## src/rtl/aes_result_monitor.sv

```systemverilog
// Watches AES self-check flags after a start pulse; reports pass, timeout and failing lanes.
// Latency: busy one edge after start; pass no earlier than STABLE_CYCLES edges after first all-ok sample.
// Backpressure: none; start is ignored while a run is busy, results hold in DONE until the next start.
module aes_result_monitor #(
    parameter int TIMEOUT_CYCLES = 1000,
    parameter int STABLE_CYCLES  = 4
) (
    input  logic        clk,
    input  logic        reset,
    input  logic        start,
    input  logic [3:0]  encryptionCorrect,
    input  logic [3:0]  decryptionCorrect,
    output logic        busy,
    output logic        done,
    output logic        pass,
    output logic        timeout,
    output logic [7:0]  fail_mask,
    output logic [15:0] cycle_count,
    output logic [7:0]  run_count
);

    typedef enum logic [1:0] {S_IDLE, S_WAIT, S_SETTLE, S_DONE} state_t;

    localparam logic [15:0] TIMEOUT_LAST = 16'(TIMEOUT_CYCLES - 1);
    localparam logic [3:0]  STABLE_TGT   = 4'(STABLE_CYCLES);

    state_t      state_q, state_d;
    logic [3:0]  stable_q, stable_d;
    logic [15:0] cycle_q, cycle_d;
    logic [7:0]  runs_q, runs_d;
    logic        pass_q, pass_d;
    logic        timeout_q, timeout_d;
    logic [7:0]  mask_q, mask_d;

    logic        ok;
    logic [3:0]  stable_inc;
    logic [15:0] cycle_inc;

    assign ok         = (encryptionCorrect == 4'b1111) && (decryptionCorrect == 4'b1111);
    assign stable_inc = stable_q + 4'd1;
    assign cycle_inc  = (cycle_q == 16'hFFFF) ? cycle_q : cycle_q + 16'd1;

    always_ff @(posedge clk or negedge reset) begin
        if (!reset) begin
            state_q   <= S_IDLE;
            stable_q  <= 4'd0;
            cycle_q   <= 16'd0;
            runs_q    <= 8'd0;
            pass_q    <= 1'b0;
            timeout_q <= 1'b0;
            mask_q    <= 8'd0;
        end else begin
            state_q   <= state_d;
            stable_q  <= stable_d;
            cycle_q   <= cycle_d;
            runs_q    <= runs_d;
            pass_q    <= pass_d;
            timeout_q <= timeout_d;
            mask_q    <= mask_d;
        end
    end

    always_comb begin
        state_d   = state_q;
        stable_d  = stable_q;
        cycle_d   = cycle_q;
        runs_d    = runs_q;
        pass_d    = pass_q;
        timeout_d = timeout_q;
        mask_d    = mask_q;
        case (state_q)
            S_IDLE, S_DONE: begin
                if (start) begin
                    state_d   = S_WAIT;
                    stable_d  = 4'd0;
                    cycle_d   = 16'd0;
                    pass_d    = 1'b0;
                    timeout_d = 1'b0;
                    mask_d    = 8'd0;
                end
            end
            S_WAIT, S_SETTLE: begin
                cycle_d = cycle_inc;
                // Completion is checked before timeout so a pass on the final edge wins.
                if (ok && (stable_inc == STABLE_TGT)) begin
                    state_d   = S_DONE;
                    stable_d  = stable_inc;
                    pass_d    = 1'b1;
                    timeout_d = 1'b0;
                    mask_d    = 8'd0;
                    runs_d    = runs_q + 8'd1;
                end else if (cycle_q == TIMEOUT_LAST) begin
                    state_d   = S_DONE;
                    pass_d    = 1'b0;
                    timeout_d = 1'b1;
                    mask_d    = ~{decryptionCorrect, encryptionCorrect};
                    runs_d    = runs_q + 8'd1;
                end else if (ok) begin
                    state_d  = S_SETTLE;
                    stable_d = stable_inc;
                end else begin
                    state_d  = S_WAIT;
                    stable_d = 4'd0;
                end
            end
            default: state_d = S_IDLE;
        endcase
    end

    assign busy        = (state_q == S_WAIT) || (state_q == S_SETTLE);
    assign done        = (state_q == S_DONE);
    assign pass        = pass_q;
    assign timeout     = timeout_q;
    assign fail_mask   = mask_q;
    assign cycle_count = cycle_q;
    assign run_count   = runs_q;

endmodule

```

## config.mk

```make
export PLATFORM = sky130hd
export DESIGN_NAME = aes_result_monitor
export DESIGN_NICKNAME = d
export VERILOG_FILES = /design/src/rtl/aes_result_monitor.sv
export SDC_FILE = /design/constraint.sdc
export NUM_CORES = 1
export LEC_CHECK = 0
export CAP_MARGIN = 20
export CORE_MARGIN = 4
export CORE_UTILIZATION = 50
export CTS_CLUSTER_DIAMETER = 50
export DETAILED_ROUTE_END_ITERATION = 10
export PLACE_DENSITY = 0.91
export SYNTH_ARGS = -nofsm -noshare
export SYNTH_HDL_FRONTEND = slang
export SYNTH_SLANG_ARGS = --single-unit
```

## constraint.sdc

```tcl
create_clock -name clk -period 2.8 [get_ports clk]
set_clock_uncertainty 0.05 [all_clocks]
set_input_delay 0.56 -clock clk [delete_from_list [all_inputs] [get_ports clk]]
set_output_delay 0.56 -clock clk [all_outputs]
set_load 0.1 [all_outputs]
```

Yosys cells after proc, flatten, opt, wreduce, memory -nomap -nowiden
Index checks and enable logic that the tools add are counted.
W data, S select, Z words.
{"block": "totals", "ff_bits": 40, "inputBits": 11, "output_inout_bits": 36, "elab_cells": 60}
{"block": "classes", "addsub": 3, "n_eq_ne": 12, "muxes": 26, "bitwise_logic": 1, "reduce_logical": 11}
{"operator": "$mux W8", "count": 5}
{"operator": "$mux W16", "count": 2}
{"operator": "$pmux W16 S2", "count": 1}
{"operator": "$add A16 B1 Y16 const B", "count": 1}
{"operator": "$eq A16 B10 Y1 const B", "count": 1}
{"operator": "$eq A16 B16 Y1 const B", "count": 1}
{"operator": "$mux W4", "count": 4}
{"operator": "$pmux W8 S2", "count": 1}
{"operator": "$add A8 B1 Y8 const B", "count": 1}
{"operator": "$eq A4 B4 Y1 const B", "count": 2}
{"operator": "$mux W2", "count": 4}
{"operator": "$not A8 Y8", "count": 1}
{"operator": "$pmux W4 S2", "count": 1}
{"operator": "$reduce_and A2 Y1", "count": 4}
{"operator": "$ne A3 B3 Y1 const B", "count": 2}
{"operator": "$mux W1", "count": 5}
{"operator": "$add A4 B1 Y4 const B", "count": 1}
{"operator": "$eq A2 B2 Y1 const B", "count": 2}
{"operator": "$eq A4 B3 Y1 const B", "count": 1}
{"operator": "$ne A2 B2 Y1 const B", "count": 2}
{"operator": "$pmux W1 S2", "count": 2}
{"operator": "$pmux W2 S2", "count": 1}
{"operator": "$reduce_or A2 Y1", "count": 2}
{"operator": "$eq A2 B1 Y1 const B", "count": 1}
{"operator": "other kinds (4)", "count": 5}

Logic depth before layout (Yosys ltp)
Gate-level depths: netlist of the first run.
{"block": "logic_depth", "depth_word": 6, "ltp_mapped": 8, "mapped_depth_nobuf": 6}

Least setup slack after synthesis of the first run
Ideal clock, no wire load.
{"block": "synth_timing", "kind": "register -> register", "startpoint": "reg state_q[0]", "endpoint": "reg cycle_q[13], in the netlist cycle_count[13]", "setup_time_ns": 0.131, "arrival_time_ns": 2.654, "t_required_ns": 2.619, "path_slack_ns": -0.035, "stages_incl_launch_ff": 7, "n_path_buf": 0, "synth_period_minus_slack_ns": 2.835, "cell_sequence": "dfrtp_1 -> ha_1 -> nor2_1 -> or4_4 -> a2111oi_1 -> xnor2_1 -> nor2_1"}
{"block": "synth_between", "elab_chain_len": 4, "word_cells_on_any_way": 10, "cone_classes": "eq/ne (5); mux (1); reduce/logical (4)"}
{"element": "start, declared", "line": "27", "text": "state_t state_q, state_d;"}
{"element": "start signal, assigned", "line": "53", "text": "state_q <= state_d;"}
{"element": "$eq A2 B1 Y1, or another cell as far along", "line": "71", "text": "case (state_q)"}
{"element": "$reduce_or A2 Y1", "line": "71"}
{"element": "$ne A2 B2 Y1 (no source line)"}
{"element": "$reduce_and A2 Y1 (no source line)"}
{"element": "end signal, assigned", "line": "55", "text": "cycle_q <= cycle_d;"}
{"element": "end, declared", "line": "29", "text": "logic [15:0] cycle_q, cycle_d;"}
Parallel ways exist; a longest one is shown, timed or not.
A chain may end at the register's enable or synchronous reset.

Worst setup path in the final report of the first run
{"block": "layout_timing", "startpoint": "reg stable_q[0]", "endpoint": "reg mask_q[5], in the netlist fail_mask[5]"}
{"block": "layout_between", "elab_chain_len": 5, "word_cells_on_any_way": 7, "cone_classes": "add/sub (1); eq/ne (2); mux (2); reduce/logical (2)"}
{"element": "start, declared", "line": "28", "text": "logic [3:0] stable_q, stable_d;"}
{"element": "start signal, assigned", "line": "54", "text": "stable_q <= stable_d;"}
{"element": "$add A4 B1 Y4 *", "line": "40", "text": "assign stable_inc = stable_q + 4'd1;"}
{"element": "$eq A4 B3 Y1 *", "line": "85", "text": "if (ok && (stable_inc == STABLE_TGT)) begin"}
{"element": "$logic_and A1 B1 Y1 *", "line": "85"}
{"element": "$mux W8 or $ne A3 B3 Y1 (tied branches)"}
{"element": "$pmux W8 S2 or $reduce_and A2 Y1 (tied branches)"}
{"element": "end signal, assigned", "line": "59", "text": "mask_q <= mask_d;"}
{"element": "end, declared", "line": "33", "text": "logic [7:0] mask_q, mask_d;"}
Every way passes the cells marked *; elsewhere a longest branch is shown, timed or not.

==> results of run 1 <==
## where the power goes
part | switching [uW] | internal [uW] | total [uW]
clock | 196 | 197 | 393
sequential | 117 | 644 | 761
combinational | 622 | 187 | 810
## synthesized netlist by cell type, types with 2 or more instances
library cell,number,area (um2)
a31oi_1,2,12.51
xor2_1,3,26.28
a2111oi_1,2,20.02
inv_1,6,22.52
a21oi_1,6,30.03
nor2b_1,2,12.51
dfrtp_1,40,1001
o2bb2ai_1,10,87.58
xnor2_1,16,140.1
nor3_1,2,10.01
o211ai_1,2,15.01
or4_4,3,33.78
nand3b_1,2,15.01
buf_2,4,20.02
nand4_1,5,31.28
o21ai_0,8,40.04
or3_1,2,12.51
or2_2,2,12.51
and2_1,4,25.02
ha_1,5,62.56
a32o_1,2,20.02
and4_1,2,17.52
nand2_1,16,60.06
clkbuf_1,2,7.510
nand3_1,12,60.06
and3_1,5,31.28
nor2_1,13,48.80
## final cells by class
cell class	instances	area, um2	share of cell area (%)
multi-input combinational	147	1045	39.55
clock inverter	2	10.01	0.3790
timing repair buffer	53	417.9	15.82
sequential	40	1001	37.90
inverter	6	22.52	0.8527
clock buffer	6	82.58	3.126
tap	50	62.56	2.369
## per-layer routing
metal,GRT usage [%],up-vias
met5,0,-
met4,5.738,0
met3,4.132,4
met2,34.37,51
met1,24.24,863
li1,-,842
## metrics by stage
stage | hold WS, ns | total power, uW
floorplan | 0.2144 | 1389
global placement | 0.4170 | 1567
detailed placement | 0.4251 | 1584
CTS | 0.3588 | 1975
global route | 0.3953 | 2051
finish | 0.3301 | 1963
## logic make-up after synthesis
family                     Yosys count
DFF                                 40
buffers and inverters               13
xor gates and xnor gates            19
and+or+nand+nor                     75
AOI/OAI and AO/OA                   47
adders and majority gates            5
muxes                                1
## state kept, by name, summed over array words and instances (netlist names)
register / count
cycle_count: 16
fail_mask: 8
run_count: 8
stable_q: 4
state_q: 2
pass: 1
timeout: 1
## how the worst max path moves through the flow
stage | start | to | slack, ns | depth (start not counted)
finish | stable_q[0] | fail_mask[5] | 0.36 | 6
global route | stable_q[0] | fail_mask[0] | 0.21 | 6
floorplan | cycle_count[0] | cycle_count[14] | 0.05 | 6
detailed placement | start | cycle_count[15] | 0.24 | 6
global placement | start | cycle_count[15] | 0.25 | 6
CTS | stable_q[0] | fail_mask[5] | 0.37 | 6
==> results.toml, run 1 <==
[run_status]
status = "finished clean"

[place]
dpl_worst_slack_ns = 0.2438
placement.io_buffers = 46
hpwl_mm = 3.561
gp_congestion = 0.9173
placed_area_mm2 = 0.002549
place_inst = 296

[min_path]
hold_class = "primary input to asynchronous set/reset pin"

[grt]
grt_pass1_wl_mm = 8.190
grt_util_all_layers_pct = 19.60
overflow = 0
grt_max_degree = 41
first_global_vias = 1760
antenna_found_initial = 0

[worst_setup_path]
crit_path_max_incr_delay_ns = 0.81
path_cells = "ha_1, nor3b_1, a31oi_2, nor2_1, o31ai_1, o2bb2ai_1"
crit_slowest_cell = "o31ai_1"
required_ns = 2.96
crit_type = "flop to flop"
r2r_cells = 6
r2r_start = "stable_q[0]"
end_kind = "flop"
critPathBufInv = 0
critical-path-top-delay-family = "compound AO/OA/AOI/OAI gates"
path_max_fanout = 8
arrival_ns = 2.60
r2r_setup_slack_ns = 0.36
worst_r2r_endpoint = "fail_mask[5]"
start_kind = "flop"

[synth]
synth_compound_area_share_pct = 17.78
synthAdderAreaFrac_pct = 2.983
syn_avg_cell_area_um2 = 10.49
synthCells = 200
async_flop_share_pct = 100.0
seq_area_frac_synth_pct = 47.73
synth_nets = 216
synth_top_family_by_area = "simple AND/OR/NAND/NOR gates"
synth-edff-count = 0
synth_mux_area_share_pct = 0.5370
ys_ff_latch = 40
ys.flop_type = "dfrtp_1"
synth-xor-area-share_pct = 7.936
yosysUniqueCellTypes = 49
syn_area_mm2 = 0.002097
yosys_warnings = 0
synth_simple_gate_area_share_pct = 20.47

[drt]
vias_per_cell = 5.789
drtAntennaViolNets = 0
m1WireLength_mm = 2.069
dr.pass1.iters = 4
vias = 1760
met2RoutedLength_mm = 2.458
wl_per_cell_um = 15.81
routed-wl-met3_um = 246
top_layer_used = "met4"
drc_errors = 0
routed_wl_mm = 4.806
first_iter_violations = 128

[cells_and_area]
design_area_mm2 = 0.002641
layout_common_cells = "buf_4, dfrtp_1, xnor2_1, nand2_1, nor2_1"
fill_cells = 338
antenna_cells = 0
nets = 269
drive_above_1_share_pct = 25.98
syn_to_final_growth_pct = 25.95
postLayoutCoreUtil_pct = 65.56
final_common_cell = "buf_4"
finalNonFillerCells = 304

[floorplanning]
initial_utilization_pct = 52.05
die_h_um = 72.76
die_x_um = 72.76
die_area_mm2 = 0.005294
rows = 23
io-pin-count = 47
core_mm2 = 0.004029

[sta]
fin_crit_ns = 2.444
worst_pin_slew_ns = 0.9377
rsz0062_at_grt = "no"
layout_setup_ws_ns = 0.3557
tns_ns = 0
slew_headroom_pct = 36.95
final_max_slew_viol_count = 0
period_share_pct = 87.30
setup_viol = 0
fmax_mhz = 409.1
hold_viol_final = 0

[flow_run]
drv_cap = 0

[clocking]
cts.clk_slew.worst_paths_ns = 0.07
clk_latency_ns = 0.29
cts_buffers = 5
h-tree-depth = 2
postCtsSetupBuffers = 0
cts_tree = "built"
clockBufferDepth = 2
clock_sinks = 40
cts_resized = 0
cts_hold_buf = 0
cts_root_buf = "clkbuf_8"

[power]
power_density_mw_per_mm2 = 743.2
leakagePower_uw = 0.001186
ir_worst_vdd_mv = 0.4563
Power figures use the tool's default switching activity.
==> run 2: changes to the inputs <==
ABC_CLOCK_PERIOD_IN_PS = 2800   (was not set)
==> results of run 2 <==
The final DEF is identical to that of run 1; final timing and power are the same.
==> run 3: changes to the inputs <==
ABC_CLOCK_PERIOD_IN_PS = 2200   (was 2800)
CORE_UTILIZATION = 45   (was 50)
GPL_TIMING_DRIVEN = 0   (was not set)
PLACE_DENSITY = 0.87   (was 0.91)
clock period = 2.2 ns   (was 2.8 ns; I/O delays follow)
==> run 3 against run 2 <==
  * The flow now finishes with violations (negative setup slack)
  * Maximum frequency grew 6.1%
  * Non-clock buffer count grew 11
  * Global-route usage shrank 0.44 points
  * Critical path depth is the same
  * Design area grew 16%
  * Power grew 38%
  * Largest power group unchanged
  * Wire length grew 19%
==> results.toml, run 3 (same netlist as run 1, synthesis figures left out) <==
[clocking]
clockBufferDepth = 2
cts_buffers = 5
clk_latency_ns = 0.29
cts_tree = "built"
h-tree-depth = 2
cts.clk_slew.worst_paths_ns = 0.08
cts_root_buf = "clkbuf_8"
clock_sinks = 40
cts_hold_buf = 0

[worst_setup_path]
crit_type = "flop to flop"
r2r_setup_slack_ns = -0.10
r2r_start = "cycle_count[11]"
endpoint = "run_count[3]"
end_kind = "flop"
path_max_fanout = 3
worst_r2r_endpoint = "run_count[3]"
crit_start = "cycle_count[11]"
required_ns = 2.33
r2r_cells = 6
start_kind = "flop"
arrival_ns = 2.43

[run_status]
violations = "negative setup slack"
status = "complete, but fails checks"

[sta]
hold_ws_ns = 0.2130
period_share_pct = 104.8
layout_setup_ws_ns = -0.1047
fmax_mhz = 433.9
slew_headroom_pct = 34.94
rsz0062_at_grt = "yes"
fin_crit_ns = 2.305
setup_viol = 10
final_max_slew_viol_count = 0
worst_pin_slew_ns = 0.9798
hold_viol_final = 0

[power]
swShare_pct = 45.31
p_int_uw = 1478
power_density_mw_per_mm2 = 879.9
pwr-share-comb_pct = 39.8
p_sw_uw = 1225
totalPowerFinal_uw = 2703
leakagePower_uw = 0.001343
seqPwrFrac_pct = 35.7
ir_worst_vdd_mv = 0.4959
clkPwrFrac_pct = 24.5

[place]
hpwl_mm = 3.709
gp_congestion = 0.9029
placement.io_buffers = 46

[cells_and_area]
largest_reg_flops = 16
drive_above_1_share_pct = 29.06
final_common_cell = "dlygate4sd2_1"
syn_to_final_growth_pct = 46.48
antenna_cells = 0
fill_cells = 329
nets = 280
layout_common_cells = "dlygate4sd2_1, dfrtp_1, xnor2_1, nand2_1, dfrtp_2"

[floorplanning]
rows = 24
io-pin-count = 47
die_x_um = 76.27
core_mm2 = 0.004444
initial_utilization_pct = 47.18
die_h_um = 76.27
die_area_mm2 = 0.005816

[drt]
vias_per_cell = 5.849
routed_wl_mm = 5.726
first_iter_violations = 123
drtAntennaViolNets = 0
wl_per_cell_um = 18.06
drc_errors = 0
vias = 1854
dr.pass1.iters = 5

[min_path]
hold_class = "primary input to asynchronous set/reset pin"

[grt]
antenna_found_initial = 0
grt_max_degree = 41
grt_util_all_layers_pct = 19.16
grt_pass1_wl_mm = 9.218
overflow = 0
first_global_vias = 1928

[flow_run]
drv_cap = 0
run 3: cell count changes in the layout (fill, tap and decap cells not counted), moves of 5 or more:
cell / change
buf_4: -39
dlygate4sd2_1: +32
dfrtp_1: -16
dfrtp_2: +12
o2bb2ai_1: -8
buf_6: +7
o2bb2ai_4: +5
run 3: what timing repair did:
action / CTS / global route
pin swaps: 12 / 7
gates resized for setup: 50 / 14
gates cloned: 0 / 1
endpoints found under the setup margin: 56 / 27
buffers inserted: 8 / 2
run 3: how the worst min path moves through the flow:
stage                endpoint  slack (ns)  depth (start not counted)
2_1_floorplan  cycle_count[0]        0.09                          0
3_3_place_gp     run_count[7]        0.41                          1
3_5_place_dp     run_count[7]        0.41                          1
4_1_cts        cycle_count[6]        0.25                          1
5_1_grt        cycle_count[6]        0.29                          1
6_report       cycle_count[6]        0.21                          1
run 3: per-stage QoR:
step	setup slack (ns)	area [um2]	TNS, ns	std cells	util (%)
6_report	-0.1047	3072	-0.5703	317	69.12
5_1_grt	-0.1773	3072	-1.980	317	69.12
4_1_cts	-0.1517	2959	-0.7149	314	66.58
3_5_place_dp	-0.4266	2764	-5.281	298	62.19
3_3_place_gp	-0.6254	2769	-21.82	298	62.30
2_1_floorplan	-0.2015	2243	-1.955	200	-
run 3: power by group through the flow:
stage               logic, uW  clock network (uW)  registers [uW]
finish                   1080                 662             965
global route             1130                 696             986
CTS                      1080                 665             962
detailed placement       1090                   0             996
global placement         1070                   0             989
floorplan                 224                   0            1580
run 3: cell type report:
cell class | count | area, um2 | area share, %
tap | 52 | 65.06 | 2.118
clock buffer | 7 | 96.34 | 3.136
timing repair buffer | 57 | 529.3 | 17.23
inverter | 6 | 22.52 | 0.7332
buffer | 7 | 38.79 | 1.263
clock inverter | 1 | 30.03 | 0.9776
sequential | 40 | 1031 | 33.56
multi-input combinational | 147 | 1259 | 40.98
run 3: worst max-delay path, stage by stage (launching register included):
cell and delay, ns:
dfrtp_4 0.49, or4_4 0.56, or3_4 0.39, o32ai_4 0.29
buf_6 0.17, nand3_2 0.09, xnor2_1 0.15
run 3: per-layer routing:
metal	vias to the layer above	part of all wire, %	global-route usage [%]
met4	0	1.6	5.616
met2	85	50	32.25
li1	869	-	-
met5	-	0	0
met1	888	43	24.28
met3	12	5.8	4.846
